## config.mk

```make
export PLATFORM = sky130hd
export DESIGN_NAME = cp15_sysctrl
export DESIGN_NICKNAME = d
export VERILOG_FILES = /design/src/rtl/cp15_pkg.sv /design/src/rtl/cp15_rr_arb.sv /design/src/rtl/cp15_sysctrl.sv
export SDC_FILE = /design/constraint.sdc
export NUM_CORES = 1
export LEC_CHECK = 0
export ABC_AREA = 1
export BUFFER_PORTS_ARGS = -buffer_cell sky130_fd_sc_hd__buf_2
export CAP_MARGIN = 20
export CELL_PAD_IN_SITES_DETAIL_PLACEMENT = 2
export CELL_PAD_IN_SITES_GLOBAL_PLACEMENT = 2
export CORE_MARGIN = 2
export CORE_UTILIZATION = 37
export DETAILED_ROUTE_END_ITERATION = 6
export PLACE_DENSITY_LB_ADDON = 0.05
export SYNTH_ARGS = -nofsm -noshare
export SYNTH_HDL_FRONTEND = slang
export SYNTH_SLANG_ARGS = --single-unit
```

## constraint.sdc

```tcl
create_clock -name clk -period 5.9 [get_ports clk]
set_clock_uncertainty 0.05 [all_clocks]
set_input_delay 1.18 -clock clk [delete_from_list [all_inputs] [get_ports clk]]
set_output_delay 1.18 -clock clk [all_outputs]
set_load 0.02 [all_outputs]
```

## src/rtl/cp15_pkg.sv

```systemverilog
// cp15_pkg -- shared types, register constants and maintenance decode for the
// CP15 system-control coprocessor.
//   maint_op_t     : {invi, invd, cleani, cleand, tlbi, tlbd}, MSB first
//   state_t        : maintenance sequencer states
//   CP15_RESET_VAL : per-register reset contents (r0..r15)
//   CP15_WMASK     : bits a write may change (r0, r7, r8 never change)
//   CP15_RMASK     : bits a read returns
//   decode_maint() : CPU write (op2, CRm, CRn) -> maintenance operation, 0 if none
package cp15_pkg;

   typedef struct packed {
      logic invi;
      logic invd;
      logic cleani;
      logic cleand;
      logic tlbi;
      logic tlbd;
   } maint_op_t;

   typedef enum logic [1:0] {
      IDLE  = 2'd0,
      MAINT = 2'd1,
      ACK   = 2'd2
   } state_t;

   localparam int CTRL_REG  = 1;
   localparam int TBASE_REG = 2;
   localparam int CACHE_REG = 7;
   localparam int TLB_REG   = 8;

   localparam logic [31:0] CP15_RESET_VAL [16] = '{
      32'h41069265, 32'h00090070, 32'h00000000, 32'h00000000,
      32'h00000000, 32'h00000000, 32'h00000000, 32'h00000000,
      32'h40000000, 32'h00000000, 32'h00000000, 32'h00000000,
      32'h00000000, 32'h00000000, 32'h00000000, 32'h00000000};

   // r7/r8 are operation triggers, not storage, so their write mask is empty.
   localparam logic [31:0] CP15_WMASK [16] = '{
      32'h00000000, 32'h0000FFFF, 32'hFFFFC000, 32'hFFFFFFFF,
      32'hFFFFFFFF, 32'h000001FF, 32'hFFFFFFFF, 32'h00000000,
      32'h00000000, 32'hFFFFFFFF, 32'hFFFFFFFF, 32'hFFFFFFFF,
      32'hFFFFFFFF, 32'hFFFFFFFF, 32'hFFFFFFFF, 32'hFFFFFFFF};

   localparam logic [31:0] CP15_RMASK [16] = '{
      32'hFFFFFFFF, 32'h0000FFFF, 32'hFFFFC000, 32'hFFFFFFFF,
      32'hFFFFFFFF, 32'h000001FF, 32'hFFFFFFFF, 32'hFFFFFFFF,
      32'hFFFFFFFF, 32'hFFFFFFFF, 32'hFFFFFFFF, 32'hFFFFFFFF,
      32'hFFFFFFFF, 32'hFFFFFFFF, 32'hFFFFFFFF, 32'hFFFFFFFF};

   function automatic maint_op_t decode_maint(input logic [2:0]  op2,
                                              input logic [3:0]  crm,
                                              input logic [31:0] crn);
      maint_op_t op;
      op = maint_op_t'(6'b000000);
      if (op2 <= 3'd1 && crn == 32'(CACHE_REG)) begin
         case (crm)
            4'b0111: op = maint_op_t'(6'b110000);
            4'b0101: op = maint_op_t'(6'b100000);
            4'b0110: op = maint_op_t'(6'b010000);
            4'b1011: op = maint_op_t'(6'b001100);
            4'b1010: op = maint_op_t'(6'b000100);
            4'b1111: op = maint_op_t'(6'b111100);
            4'b1110: op = maint_op_t'(6'b010100);
            default: op = maint_op_t'(6'b000000);
         endcase
      end else if (op2 <= 3'd1 && crn == 32'(TLB_REG)) begin
         case (crm)
            4'b0111: op = maint_op_t'(6'b000011);
            4'b0101: op = maint_op_t'(6'b000010);
            4'b0110: op = maint_op_t'(6'b000001);
            default: op = maint_op_t'(6'b000000);
         endcase
      end else begin
         op = maint_op_t'(6'b000000);
      end
      return op;
   endfunction

endpackage

```

## src/rtl/cp15_rr_arb.sv

```systemverilog
// cp15_rr_arb -- two-requester round-robin arbiter.
//   clk, reset : clock, synchronous active-high reset (pointer back to CPU)
//   en         : arbitration allowed this cycle
//   req[0]=CPU, req[1]=MMU ; gnt one-hot (or zero), combinational
// The priority pointer flips after every grant, whoever received it.
module cp15_rr_arb (
   input  logic       clk,
   input  logic       reset,
   input  logic       en,
   input  logic [1:0] req,
   output logic [1:0] gnt
);

   logic ptr;   // 0: CPU has priority, 1: MMU has priority

   // grant selection
   always_comb begin
      gnt = 2'b00;
      if (!en) begin
         gnt = 2'b00;
      end else if (req == 2'b11) begin
         gnt = ptr ? 2'b10 : 2'b01;
      end else begin
         gnt = req;
      end
   end

   // priority pointer
   always_ff @(posedge clk) begin
      if (reset) begin
         ptr <= 1'b0;
      end else if (|gnt) begin
         ptr <= ~ptr;
      end else begin
         ptr <= ptr;
      end
   end

endmodule

```

## src/rtl/cp15_sysctrl.sv

```systemverilog
// cp15_sysctrl -- system-control coprocessor shared by CPU and MMU.
//   cpu_req/we/addr/op2/crm/wdata -> cpu_ack, cpu_rdata : CPU MCR/MRC port
//   mmu_req/we/addr/wdata         -> mmu_ack, mmu_rdata : MMU port
//   maint_valid, maint_op, maint_done                   : maintenance handshake
//   control, tbase                                      : registered r1 / r2
// Build option CP15_MAINT_TIMEOUT_EN: abandon a maintenance op after 1024
// cycles without maint_done and flag it in r5 bit 0.
module cp15_sysctrl
   import cp15_pkg::*;
#(
   parameter int DATA_W   = 32,
   parameter int NUM_REGS = 16,
   parameter int ADDR_W   = $clog2(NUM_REGS)
) (
   input  logic              clk,
   input  logic              reset,
   input  logic              cpu_req,
   input  logic              cpu_we,
   input  logic [ADDR_W-1:0] cpu_addr,
   input  logic [2:0]        cpu_op2,
   input  logic [3:0]        cpu_crm,
   input  logic [DATA_W-1:0] cpu_wdata,
   output logic              cpu_ack,
   output logic [DATA_W-1:0] cpu_rdata,
   input  logic              mmu_req,
   input  logic              mmu_we,
   input  logic [ADDR_W-1:0] mmu_addr,
   input  logic [DATA_W-1:0] mmu_wdata,
   output logic              mmu_ack,
   output logic [DATA_W-1:0] mmu_rdata,
   output logic              maint_valid,
   output logic [5:0]        maint_op,
   input  logic              maint_done,
   output logic [DATA_W-1:0] control,
   output logic [DATA_W-1:0] tbase
);

   logic [DATA_W-1:0] rf [NUM_REGS];
   state_t            state, state_next;
   logic [1:0]        gnt;
   logic              arb_en;
   maint_op_t         cpu_mop;
   logic              cpu_maint, start_maint, maint_exit, maint_fault;
   logic              wr_en;
   logic [ADDR_W-1:0] wr_addr;
   logic [DATA_W-1:0] wr_data;
`ifdef CP15_MAINT_TIMEOUT_EN
   logic [9:0]        maint_cnt;
`endif

   // Registers beyond the architected sixteen are plain storage.
   function automatic logic [DATA_W-1:0] wmask(input int idx);
      if (idx < 16) return DATA_W'(CP15_WMASK[idx[3:0]]);
      else          return {DATA_W{1'b1}};
   endfunction

   function automatic logic [DATA_W-1:0] rmask(input int idx);
      if (idx < 16) return DATA_W'(CP15_RMASK[idx[3:0]]);
      else          return {DATA_W{1'b1}};
   endfunction

   function automatic logic [DATA_W-1:0] rst_val(input int idx);
      if (idx < 16) return DATA_W'(CP15_RESET_VAL[idx[3:0]]);
      else          return {DATA_W{1'b0}};
   endfunction

   assign arb_en = (state == IDLE);

   cp15_rr_arb u_arb (
      .clk   (clk),
      .reset (reset),
      .en    (arb_en),
      .req   ({mmu_req, cpu_req}),
      .gnt   (gnt)
   );

   assign cpu_mop     = decode_maint(cpu_op2, cpu_crm, 32'(cpu_addr));
   assign cpu_maint   = cpu_we & (|cpu_mop);
   assign start_maint = gnt[0] & cpu_maint;

`ifdef CP15_MAINT_TIMEOUT_EN
   // maint_done on the final count still wins, so no fault is flagged then.
   assign maint_fault = (state == MAINT) & ~maint_done & (maint_cnt == 10'd1023);
`else
   assign maint_fault = 1'b0;
`endif
   assign maint_exit = (state == MAINT) & (maint_done | maint_fault);

   // maintenance sequencer next state
   always_comb begin
      state_next = state;
      case (state)
         IDLE:    if (start_maint) state_next = MAINT; else state_next = IDLE;
         MAINT:   if (maint_exit)  state_next = ACK;   else state_next = MAINT;
         ACK:     state_next = IDLE;
         default: state_next = IDLE;
      endcase
   end

   // select the granted register write, if any
   always_comb begin
      wr_en   = 1'b0;
      wr_addr = '0;
      wr_data = '0;
      if (gnt[0] & cpu_we & ~cpu_maint) begin
         wr_en   = 1'b1;
         wr_addr = cpu_addr;
         wr_data = cpu_wdata;
      end else if (gnt[1] & mmu_we) begin
         wr_en   = 1'b1;
         wr_addr = mmu_addr;
         wr_data = mmu_wdata;
      end else begin
         wr_en   = 1'b0;
      end
   end

   // register file, handshake outputs and sequencer state
   always_ff @(posedge clk) begin
      if (reset) begin
         state       <= IDLE;
         cpu_ack     <= 1'b0;
         mmu_ack     <= 1'b0;
         cpu_rdata   <= '0;
         mmu_rdata   <= '0;
         maint_valid <= 1'b0;
         maint_op    <= 6'b000000;
         control     <= rst_val(CTRL_REG);
         tbase       <= rst_val(TBASE_REG);
         for (int i = 0; i < NUM_REGS; i++) rf[i] <= rst_val(i);
`ifdef CP15_MAINT_TIMEOUT_EN
         maint_cnt   <= 10'd0;
`endif
      end else begin
         state   <= state_next;
         // A maintenance write is acknowledged only when the op finishes.
         cpu_ack <= (gnt[0] & ~cpu_maint) | maint_exit;
         mmu_ack <= gnt[1];
         if (gnt[0] & ~cpu_we) cpu_rdata <= rf[cpu_addr] & rmask(int'(cpu_addr));
         if (gnt[1] & ~mmu_we) mmu_rdata <= rf[mmu_addr] & rmask(int'(mmu_addr));
         if (start_maint) begin
            maint_valid <= 1'b1;
            maint_op    <= cpu_mop;
         end else if (maint_exit) begin
            maint_valid <= 1'b0;
            maint_op    <= 6'b000000;
         end
         // One cycle behind the register file.
         control <= rf[CTRL_REG];
         tbase   <= rf[TBASE_REG];
         for (int i = 0; i < NUM_REGS; i++) begin
            if (wr_en && wr_addr == ADDR_W'(i))
               rf[i] <= (rf[i] & ~wmask(i)) | (wr_data & wmask(i));
         end
`ifdef CP15_MAINT_TIMEOUT_EN
         // Sticky timeout flag; any write to the fault status clears it.
         if (maint_fault)
            rf[5][0] <= 1'b1;
         else if (wr_en && wr_addr == ADDR_W'(5))
            rf[5][0] <= 1'b0;
         if (state == MAINT) maint_cnt <= maint_cnt + 10'd1;
         else                maint_cnt <= 10'd0;
`endif
      end
   end

endmodule

```

=== Word-level counts from Yosys, hierarchy flattened ===
Memory sizes are Yosys's and may differ from the RTL's.
Cells that the tools add are included.

* Memory bits (writable): 512
* Memories kept: 3
* Input port bits: 86
* Register bits after elaboration: 140
* ROM bits: 1024

* Muxes and demuxes: 130
* Equality and inequality tests: 26
* Reduce and logical (&&, ||, !) cells: 23
* Order comparisons: 3
* Bitwise gates (word level): 98

{| class="wikitable"
|+ Memory list
! name !! depth !! width !! rd ports !! clocked after memory_dff !! wr ports !! RTL line !! RTL
|-
| (name not given) || 16 || 32 || 1 || 0 || 0 || cp15_sysctrl.sv:58 || <nowiki>if (idx < 16) return DATA_W'(CP15_RMASK[idx[3:0]]);</nowiki>
|-
| (name not given) || 16 || 32 || 1 || 0 || 0 || cp15_sysctrl.sv:58 ||
|-
| rf || 16 || 32 || 18 || 0 || 16 || cp15_sysctrl.sv:38 || <nowiki>logic [DATA_W-1:0] rf [NUM_REGS];</nowiki>
|}

{| class="wikitable"
|+ Operators with widths
! kind !! count
|-
| $mux W32 || 62
|-
| $and A32 B32 Y32 || 34
|-
| $not A32 Y32 || 16
|-
| $or A32 B32 Y32 || 16
|-
| $mux W1 || 55
|-
| $eq A4 B4 Y1 const B || 13
|-
| $pmux W6 S7 || 1
|-
| $eq A4 B3 Y1 const B || 8
|-
| $mux W6 || 4
|-
| $logic_and A1 B1 Y1 || 18
|-
| $or A1 B1 Y1 || 17
|-
| $ge A5 B5 Y1 const B || 2
|-
| $not A4 Y5 || 2
|-
| $and A1 B1 Y1 || 9
|-
| $eq A4 B2 Y1 const B || 2
|-
| $mux W2 || 4
|-
| $mux W4 || 2
|-
| $pmux W2 S3 || 1
|-
| $reduce_or A6 Y1 || 1
|-
| $eq A4 B1 Y1 const B || 1
|-
| $logic_not A4 Y1 || 1
|-
| $not A1 Y1 || 4
|-
| $pmux W2 S2 || 1
|-
| $le A3 B1 Y1 const B || 1
|-
| other kinds (5) || 5
|}

=== Longest topological paths before layout ===
* Depth after elaboration: 17
* Mapped depth: 15
* Depth with buffers taken out: 13

=== Modules after synthesis ===
Synthesis repeated with hierarchy kept, for this count alone.

* Cells, all modules: 2430
* Area total of the unflattened synthesis: 22328.9 um2

{| class="wikitable"
|+ Modules (own cells, without submodules)
! module !! sequential area each (um2) !! cells an instance !! area each (um2) !! instances
|-
| cp15_sysctrl || 13082.5 || 2419 || 22266.4 || 1
|-
| cp15_rr_arb || 20.0 || 11 || 62.6 || 1
|}

=== Worst setup path before layout ===
Ideal clock, no wire load.

* Kind: input to register
* Start: input port cpu_addr[0]
* End: memory rf[14][0], enable pin
* Stages on the path: 10
* Library setup time: 0.466 ns
* Path buffers: 1
* Setup slack: 0.648 ns
* Arrival time: 4.737 ns
* Path through: buf_2 > nand2_4 > inv_2 > nand4_2 > inv_1 > nor2_1 > nand4_2 > o21ai_0 > nand2_1 > o21ai_0

{| class="wikitable"
|+ RTL lines
! item !! RTL line !! RTL
|-
| start, declared || cp15_sysctrl.sv:19 || <nowiki>input logic [ADDR_W-1:0] cpu_addr,</nowiki>
|-
| end, declared || cp15_sysctrl.sv:38 ||
|}

==> flow_metrics.py <==
metrics = {
    "status": {
        "status": "complete, no violations",
    },
    "layout": {
        "fin_nets": 2700,
        "layout_common_cells": "587 x nand2_1, 363 x edfxtp_1, 272 x nor2_1",
        "fillers": 6448,
        "postLayoutCoreUtil": 0.444,
        "final_common_cell": "nand2_1",
        "drive_above_1_share": 0.151,
        "antenna_cells": 0,
        "areaGrowthSynthToFinish_pct": 18.2,
    },
    "routing": {
        "drc_errors": 0,
        "routedWlPerCell_um": 28.9,
        "vias_per_cell": 5.76,
        "antenna_left": 0,
        "drt_pre_antenna_iters": 5,
        "num_vias": 19800,
        "drt_wl_total_mm": 99.1,
        "first_iter_violations": 1495,
    },
    "sta": {
        "fmax_ghz": 0.250,
        "relSlewSlack": 0.373,
        "setup_viol": 0,
        "tns_ps": 0,
        "worstMarginPinSlew_ps": 939,
        "slew_violations": 0,
        "fin_crit_sh": 0.679,
        "rsz0062_at_grt": "false",
        "period_needed_ps": 4000,
        "whs_ps": 411,
        "finalHoldViolCount": 0,
    },
    "floorplan": {
        "dieArea_sq_um": 62200,
        "rows": 89,
        "start_util": 0.376,
        "die_h_um": 249,
        "core_sq_um": 59200,
        "ios": 223,
        "die_w_um": 249,
    },
    "placement": {
        "portBuffers": 191,
        "gp_congestion": 0.894,
        "hpwl_mm": 65.1,
    },
    "clock_network": {
        "cts.clk_slew.worst_paths_ps": 60,
        "insertion_delay_ps": 630,
        "post_cts_buffers": 0,
        "cts.hold.buffers_added": 0,
        "cts_buffers": 54,
        "cts_buffer_depth": 3,
        "clkSinkCount": 473,
        "cts_tree": "done",
        "cts-resized-gates": 0,
        "cts_root_buf": "clkbuf_16",
        "h-tree-depth": 2,
    },
    "worst_setup_path": {
        "critPathLaunch": "cpu_addr[1]",
        "r2r_start": "state[0]$_SDFF_PP0_",
        "start_kind": "input port",
        "reg2reg_to": "rf[10][30]$_DFFE_PP_",
        "critPathMaxStageDelay_ps": 520,
        "worst-r2r-setup-slack_ps": 2770,
        "crit_fanout": 24,
        "cp.required_ps": 6170,
        "path_class": "input port to flop",
        "critPathArrivalTime_ps": 4270,
        "reg2regPathDepth": 8,
        "endpoint": "rf[10][30]$_DFFE_PP_",
        "path_cells": "buf_2 -> nand2_4 -> inv_2 -> nand4_2 -> inv_1 -> nor2_1 -> nand4_2 -> o21ai_0 -> nand2_1 -> o21ai_4 -> buf_12",
        "end_kind": "flop",
        "crit_slowest_cell": "o21ai_0",
        "crit_path_frequent_cell": "nand4_2",
    },
    "global_routing": {
        "antenna_found_initial": 0,
        "grt_pass1_vias": 21500,
        "grt_max_degree": 67,
        "overflow": 0,
        "grt_util_all_layers": 0.312,
        "grt_pass1_wl_mm": 142,
    },
    "yosys": {
        "synth_ff_type": "edfxtp_1",
        "syn_area_sq_um": 22300,
        "syn_area_per_cell_sq_um": 9.16,
        "ys_seq_area_frac": 0.588,
        "synth_cells": 2431,
        "async_flop_share": 0,
        "post_synth_num_cell_types": 47,
        "ys_warn_count": 0,
        "synth-edff-count": 363,
        "ys_ff_latch": 473,
    },
    "power": {
        "leakage_nw": 10.5,
        "powerDensity_nw_per_um2": 318,
        "peakVddDrop_v": 0.000234,
    },
    "worst_hold_path": {
        "min_path_type": "flop to flop",
    },
    "job": {
        "drv_cap": 0,
    },
}
worst min-delay path by stage:
| stage | slack, ps | from | depth (start not counted) | endpoint |
|---|---|---|---|---|
| floorplan | 390 | rf[1][4]$_SDFFCE_PN1P_ | 2 | control[4]$_SDFF_PP1_ |
| global placement | 400 | mmu_rdata[19]$_SDFFE_PP0P_ | 2 | mmu_rdata[19]$_SDFFE_PP0P_ |
| detailed placement | 410 | cpu_rdata[5]$_SDFFE_PP0P_ | 2 | cpu_rdata[5]$_SDFFE_PP0P_ |
| CTS | 410 | cpu_rdata[13]$_SDFFE_PP0P_ | 2 | cpu_rdata[13]$_SDFFE_PP0P_ |
| global route | 430 | cpu_rdata[13]$_SDFFE_PP0P_ | 2 | cpu_rdata[13]$_SDFFE_PP0P_ |
| finish | 410 | cpu_rdata[5]$_SDFFE_PP0P_ | 2 | cpu_rdata[5]$_SDFFE_PP0P_ |
cells by family after synthesis:
group	after synthesis	synth area share
AND/OR/NAND/NOR	987	0.180
AO/OA/AOI/OAI	536	0.149
flip-flops	473	0.588
buffers and inverters	433	0.0825
other	2	0.000337
final cells by class:
type                            count  area, sq um  share of cell area
Clock buffer                       75         1480              0.0563
Clock inverter                     26          313              0.0119
Inverter                          254          955              0.0363
Multi-Input combinational cell   1553         7530               0.286
Sequential cell                   473        13100               0.498
Tap cell                          773          967              0.0367
Timing Repair Buffer              278         1970              0.0750
synth_stat cells (3+ instances only):
| cell | count | area [sq um] |
|---|---|---|
| o21ai_0 | 139 | 696 |
| buf_4 | 38 | 285 |
| a22o_1 | 5 | 43.8 |
| o2111ai_1 | 19 | 166 |
| nand3_1 | 50 | 250 |
| clkbuf_1 | 95 | 357 |
| buf_6 | 5 | 56.3 |
| buf_1 | 17 | 63.8 |
| dfxtp_1 | 110 | 2200 |
| o21ai_1 | 5 | 25.0 |
| a211oi_1 | 13 | 97.6 |
| nand2_2 | 10 | 62.6 |
| a21oi_1 | 140 | 701 |
| a22oi_1 | 38 | 285 |
| nor2_1 | 277 | 1040 |
| nor2_2 | 4 | 25.0 |
| o211ai_1 | 21 | 158 |
| o22ai_1 | 84 | 526 |
| inv_2 | 7 | 26.3 |
| nor2_4 | 4 | 45.0 |
| nand4_1 | 34 | 213 |
| nor3_1 | 10 | 50.1 |
| nand2_1 | 588 | 2210 |
| buf_2 | 24 | 120 |
| o31ai_1 | 3 | 22.5 |
| clkinv_1 | 6 | 22.5 |
| a221oi_1 | 21 | 184 |
| inv_1 | 240 | 901 |
| edfxtp_1 | 363 | 10900 |
| o221ai_1 | 37 | 324 |
registers in the layout, summed over array words and instances (netlist names):
name,count
control,16
cpu_ack,1
cpu_rdata,32
maint_op,6
maint_valid,1
mmu_ack,1
mmu_rdata,32
rf,363
state,2
tbase,18
u_arb.ptr,1
worst max-delay path: cells and delay by family:
kind	cells	cell delay [ps]
compound gates	2	1020
simple gates	5	1350
buf+inv	4	690
per-stage QoR:
step | setup WS (ps) | power (mW) | cells | area, sq um
final | 1900 | 8.36 | 3432 | 26300
after global routing | 1790 | 8.60 | 3432 | 26300
after CTS | 1980 | 8.41 | 3432 | 26300
after detailed placement | 1340 | 4.95 | 3331 | 24500
after global placement | 1420 | 4.90 | 3331 | 24500
after floorplan | 648 | 4.45 | 2459 | 22400
metal layers:
layer	wire (um)	global-route usage	up-vias	share of wire
li1	-	-	8654	-
met1	37200	0.350	10200	0.37
met2	51300	0.573	652	0.52
met3	4570	0.0330	234	0.046
met4	6050	0.183	0	0.061
met5	0	0	-	0
power by group:
part	switching [mW]	total (mW)	leakage, nW	internal [mW]
logic	0.773	1.04	4.98	0.264
registers	0.0842	3.86	4.67	3.77
clock network	1.41	3.47	0.872	2.06
total	2.27	8.36	10.5	6.09
No activity file was read; power rests on OpenSTA's default activity.
